--- src/rtl/cpu_pkg.sv ---
// Shared CPU definitions: control-unit state encoding, opcode constants
// and small opcode classification helpers.
package cpu_pkg;

    typedef enum logic [3:0] {
        S_IDLE = 4'd0,
        S_T0   = 4'd1,
        S_T1   = 4'd2,
        S_T2   = 4'd3,
        S_T3   = 4'd4,
        S_T4   = 4'd5,
        S_T5   = 4'd6,
        S_T6   = 4'd7,
        S_HALT = 4'd8
    } state_t;

    localparam logic [4:0] OP_ADD  = 5'b00011;
    localparam logic [4:0] OP_SUB  = 5'b00100;
    localparam logic [4:0] OP_AND  = 5'b01010;
    localparam logic [4:0] OP_OR   = 5'b01011;
    localparam logic [4:0] OP_MUL  = 5'b01111;
    localparam logic [4:0] OP_DIV  = 5'b10000;
    localparam logic [4:0] OP_NOP  = 5'b11010;
    localparam logic [4:0] OP_HALT = 5'b11011;

    // Two-operand ALU ops that write a single result register
    function automatic logic is_alu(input logic [4:0] op);
        return (op == OP_ADD) || (op == OP_SUB) || (op == OP_AND) || (op == OP_OR);
    endfunction

    // Ops producing a LO/HI result pair
    function automatic logic is_muldiv(input logic [4:0] op);
        return (op == OP_MUL) || (op == OP_DIV);
    endfunction

endpackage

--- src/rtl/reg_sel_decode.sv ---
// Register-file select decoder: 4-bit register index to 16-bit one-hot,
// all zeros when not enabled.
module reg_sel_decode (
    input  logic [3:0]  idx,
    input  logic        en,
    output logic [15:0] sel
);

    // One-hot decode gated by enable
    always_comb begin
        sel = '0;
        if (en) sel[idx] = 1'b1;
    end

endmodule

--- src/rtl/control_unit.sv ---
// Multi-cycle CPU control unit: fetch (T0-T2) and execute (T3-T6) sequencing
// with datapath strobe generation.  Optional MUL/DIV sequencing is enabled
// by defining CONTROL_UNIT_MULDIV_EN; otherwise MUL/DIV decode as illegal.
module control_unit
    import cpu_pkg::*;
(
    input  logic        clk,
    input  logic        clr,
    input  logic        run,
    input  logic        mem_ready,
    input  logic [31:0] ir,
    output logic        pc_out,
    output logic        zlo_out,
    output logic        zhi_out,
    output logic        mdr_out,
    output logic        mar_enable,
    output logic        z_enable,
    output logic        pc_enable,
    output logic        mdr_enable,
    output logic        read,
    output logic        ir_enable,
    output logic        y_enable,
    output logic        pc_increment,
    output logic        lo_enable,
    output logic        hi_enable,
    output logic [4:0]  op_code,
    output logic [15:0] r_in,
    output logic [15:0] r_out,
    output logic        halted,
    output logic        illegal,
    output logic [3:0]  state_o
);

`ifdef CONTROL_UNIT_MULDIV_EN
    localparam logic MULDIV_EN = 1'b1;
`else
    localparam logic MULDIV_EN = 1'b0;
`endif

    state_t     state, next_state;
    logic [4:0] op;
    logic [3:0] ra, rb, rc;
    logic       alu_op, muldiv_op;
    logic       halt_set, illegal_set;
    logic       halted_q, illegal_q;
    logic       rin_en, rout_en;
    logic [3:0] rin_idx, rout_idx;
    logic       ir_unused;

    assign op        = ir[31:27];
    assign ra        = ir[26:23];
    assign rb        = ir[22:19];
    assign rc        = ir[18:15];
    assign ir_unused = ^ir[14:0];

    assign alu_op    = is_alu(op);
    assign muldiv_op = MULDIV_EN & is_muldiv(op);

    assign halted    = halted_q;
    assign illegal   = illegal_q;
    assign state_o   = state;

    // State register; clr forces IDLE asynchronously
    always_ff @(posedge clk or negedge clr) begin
        if (!clr) state <= S_IDLE;
        else      state <= next_state;
    end

    // Sticky halt/illegal flags, cleared only by clr
    always_ff @(posedge clk or negedge clr) begin
        if (!clr) begin
            halted_q  <= 1'b0;
            illegal_q <= 1'b0;
        end else begin
            if (halt_set)    halted_q  <= 1'b1;
            if (illegal_set) illegal_q <= 1'b1;
        end
    end

    // Next-state and strobe decode from state, ir and mem_ready
    always_comb begin
        next_state   = state;
        halt_set     = 1'b0;
        illegal_set  = 1'b0;
        pc_out       = 1'b0;
        zlo_out      = 1'b0;
        zhi_out      = 1'b0;
        mdr_out      = 1'b0;
        mar_enable   = 1'b0;
        z_enable     = 1'b0;
        pc_enable    = 1'b0;
        mdr_enable   = 1'b0;
        read         = 1'b0;
        ir_enable    = 1'b0;
        y_enable     = 1'b0;
        pc_increment = 1'b0;
        lo_enable    = 1'b0;
        hi_enable    = 1'b0;
        op_code      = 5'd0;
        rin_en       = 1'b0;
        rin_idx      = 4'd0;
        rout_en      = 1'b0;
        rout_idx     = 4'd0;
        case (state)
            S_IDLE: begin
                if (run) next_state = S_T0;
            end
            S_T0: begin
                pc_out       = 1'b1;
                mar_enable   = 1'b1;
                pc_increment = 1'b1;
                z_enable     = 1'b1;
                next_state   = S_T1;
            end
            S_T1: begin
                read       = 1'b1;
                mdr_enable = 1'b1;
                zlo_out    = 1'b1;
                // The incremented PC is latched only once, when the fetch completes
                if (mem_ready) begin
                    pc_enable  = 1'b1;
                    next_state = S_T2;
                end
            end
            S_T2: begin
                mdr_out    = 1'b1;
                ir_enable  = 1'b1;
                next_state = S_T3;
            end
            S_T3: begin
                if (alu_op || muldiv_op) begin
                    rout_en    = 1'b1;
                    rout_idx   = rb;
                    y_enable   = 1'b1;
                    next_state = S_T4;
                end else if (op == OP_NOP) begin
                    next_state = run ? S_T0 : S_IDLE;
                end else if (op == OP_HALT) begin
                    halt_set   = 1'b1;
                    next_state = S_HALT;
                end else begin
                    halt_set    = 1'b1;
                    illegal_set = 1'b1;
                    next_state  = S_HALT;
                end
            end
            S_T4: begin
                rout_en    = 1'b1;
                rout_idx   = rc;
                z_enable   = 1'b1;
                op_code    = op;
                next_state = S_T5;
            end
            S_T5: begin
                zlo_out = 1'b1;
`ifdef CONTROL_UNIT_MULDIV_EN
                if (muldiv_op) begin
                    lo_enable  = 1'b1;
                    next_state = S_T6;
                end else begin
                    rin_en     = 1'b1;
                    rin_idx    = ra;
                    next_state = run ? S_T0 : S_IDLE;
                end
`else
                rin_en     = 1'b1;
                rin_idx    = ra;
                next_state = run ? S_T0 : S_IDLE;
`endif
            end
            S_T6: begin
`ifdef CONTROL_UNIT_MULDIV_EN
                zhi_out    = 1'b1;
                hi_enable  = 1'b1;
                next_state = run ? S_T0 : S_IDLE;
`else
                next_state = S_IDLE;
`endif
            end
            S_HALT: begin
                next_state = S_HALT;
            end
            default: begin
                next_state = S_IDLE;
            end
        endcase
    end

    reg_sel_decode u_rin_dec (
        .idx (rin_idx),
        .en  (rin_en),
        .sel (r_in)
    );

    reg_sel_decode u_rout_dec (
        .idx (rout_idx),
        .en  (rout_en),
        .sel (r_out)
    );

endmodule

--- config.mk ---
export PLATFORM = sky130hd
export DESIGN_NAME = control_unit
export DESIGN_NICKNAME = d
export VERILOG_FILES = /design/src/rtl/cpu_pkg.sv /design/src/rtl/reg_sel_decode.sv /design/src/rtl/control_unit.sv
export SDC_FILE = /design/constraint.sdc
export NUM_CORES = 1
export LEC_CHECK = 0
export ABC_AREA = 1
export CAP_MARGIN = 10
export CORE_UTILIZATION = 25
export DETAILED_ROUTE_END_ITERATION = 8
export PLACE_DENSITY = 0.83
export RECOVER_POWER = 25
export SYNTH_ARGS = -nofsm -noshare
export SYNTH_HDL_FRONTEND = slang
export SYNTH_HIERARCHICAL = 1
export SYNTH_SLANG_ARGS = --single-unit
--- constraint.sdc ---
create_clock -name clk -period 1.53 [get_ports clk]
set_input_delay 0.2295 -clock clk [delete_from_list [all_inputs] [get_ports clk]]
set_output_delay 0.2295 -clock clk [all_outputs]
set_load 0.005 [all_outputs]
==> flow_summary.toml <==
[outcome]
status = "finished, violations left"
violations = "negative setup slack"

[yosys]
syn_area_per_cell_um2 = 5.28
synth_common_cells = "49 x nor2_1, 32 x nand2_1, 25 x inv_1"
synth_cell_type_count = 22
syn_area_um2 = 830
synth-edff-count = 0
synthFlopType = "dfrtp_1"
yosysSeqAreaShare = 0.181
synth_cells = 157
yosysMostFrequentCell = "nor2_1"
yosys_warnings = 6
synth.area.top_cells = "nor2_1 22%, dfrtp_1 18%, nand2_1 14%, inv_1 11%, nand3_1 9.7%"
synth.ff_latch_count = 6
synthArstFlopShare = 1.00
synth_top_cell_by_area = "nor2_1"
synth_top_area_share = 0.222

[setup_path]
cp.arrival_ns = 1.87
cp_max_fo = 5
required_ns = 1.30
worstSetupPathType = "reg2out"
worst_setup_path_end_kind = "output pin"
critPathLaunchType = "register"

[final_layout]
finish.net_count = 346
syn_to_final_growth_pct = 207
drive_gt1_frac = 0.721
utilization = 0.820
fin_cells = 352
antenna_cells = 0

[die]
rows = 20
pin_count = 93
core_mm2 = 0.00310
die_area_mm2 = 0.00355
die_h_um = 59.6
initial_core_util = 0.267
fp.dieW_um = 59.6

[power_and_ir_drop]
vdd_drop_max_uv = 544
powerDensity_mw_per_mm2 = 1050
leakage_nw = 1.30
p_total_w = 0.00266

[clock_tree]
clock-sinks = 6
ctsRootBufferMaster = "clkbuf_4"
clk_path_buf_depth = 2
cts_tree = "yes"
cts-htree-levels = 1
path_clk_slew_ns = 0.05
cts_buffers = 3
clkLatencyLatePin_ns = 0.24
cts_hold_buf = 0

[run]
maxCapViolCount = 0

[sta]
timing.hold.ws_ns = 0.311
postLayoutSetupSlackWorst_ns = -0.574
rsz0062_at_grt = "true"
finalHoldViolCount = 0
post-route-min-period_ns = 2.10
maxSlewViolCount = 0
clock_skew_ns = 0.00612
finalCritPeriodShare = 1.37
setup_viol = 45
timing.fmax_ghz = 0.475

[placement]
dp.cells = 295
dp_hpwl_mm = 2.46
dp_slack_ns = -0.836
portBuffers = 74
gp_congestion = 0.849

[worst_hold_path]
worst_hold_path_type = "in2async"

[grt]
grt_max_degree = 7
grt_pass1_vias = 1595
antenna_found_initial = 0
grt_usage = 0.269
grt_overflow_total = 0
grt_pass1_wl_mm = 7.07

[route]
vias_per_cell = 4.88
wirelength_mm = 5.63
drc = 0
via_count = 1716
drtPass1Iterations = 4
antenna_left = 0
wire_per_inst_um = 16.0
drtIter0Drc = 54
[routing by layer]
layer  share of wire  up-vias  track usage
li1                -      770            -
met1            0.35      832        0.241
met2            0.55       94        0.543
met3           0.070       20       0.0721
met4           0.032        0        0.130
met5               0        -            0
[through the flow]
step	area (µm²)	TNS (ns)
after floorplan	842	0
after global placement	1770	-22.62
after detailed placement	1770	-24.43
after CTS	2240	-16.00
after global routing	2540	-21.67
final	2540	-18.58
[state kept, by name, summed over array words and instances, names as in the netlist]
register and cells:
halted 1, illegal 1, state_o 4
[cells by family after synthesis]
logic type | count (synthesis) | synth area share
flops | 6 | 0.181
simple gates | 108 | 0.566
compound gates | 6 | 0.0543
buf+inv | 36 | 0.195
other cells | 1 | 0.00452
[critical path, stage by stage (launching register included)]
cell and delay [ns]:
dfrtp_2 0.45, inv_4 0.10, nand2_4 0.06, nor2_4 0.11, inv_2 0.07, nor2_4 0.13, nand2_1 0.11, nand2_2 0.12
buf_6 0.13, nand3_4 0.09, nor2_2 0.13, buf_2 0.13
[timing repair]
action / CTS / global route
setup endpoints to repair: 48 / 50
gates resized for setup: 283 / 73
pin swaps: 52 / 35
setup buffers: 45 / 18
[path summary, 6_finish.rpt]
| check | cells past startpoint | from | slack [ns] | to |
|---|---|---|---|---|
| min | 1 | clr | 0.31 | state_o[2] |
| min in group clk | 2 | halted | 0.47 | halted |
| max | 11 | state_o[0] | -0.57 | r_out[9] |
| max reg2reg | 8 | state_o[3] | 0.02 | state_o[0] |
| max in group asynchronous | 1 | clr | 0.96 | state_o[3] |
| min reg2reg | 2 | halted | 0.47 | halted |
[cell type report]
type                       count  area (µm²)
tap                           44        55.1
timing repair buffer         153        1290
inverter                      29         124
fill                         190         559
clock buffer                   3        22.5
sequential                     6         153
multi-input combinational    117         895
[where the power goes]
part	internal, W	switching [W]
clock network	0.0000888	0.0000579
registers	0.000217	0.0000672
logic	0.00123	0.000997
total	0.00154	0.00112
[layout by cell type (no fill, tap or decap), drive strengths merged]
cell type      count
buf              128
nor2              52
nand2             35
inv               29
clkdlybuf4s50     17
nand3             17
dfrtp              6
dlymetal6s2s       5
conb               3
clkbuf             3
nor3               2
o21ai              2
nand4              1
a31o               1
o31ai              1
o22ai              1
a21oi              1
or2                1
dlygate4sd2        1
dlygate4sd3        1
clkdlybuf4s15      1
(Power assumes the default switching activity.)
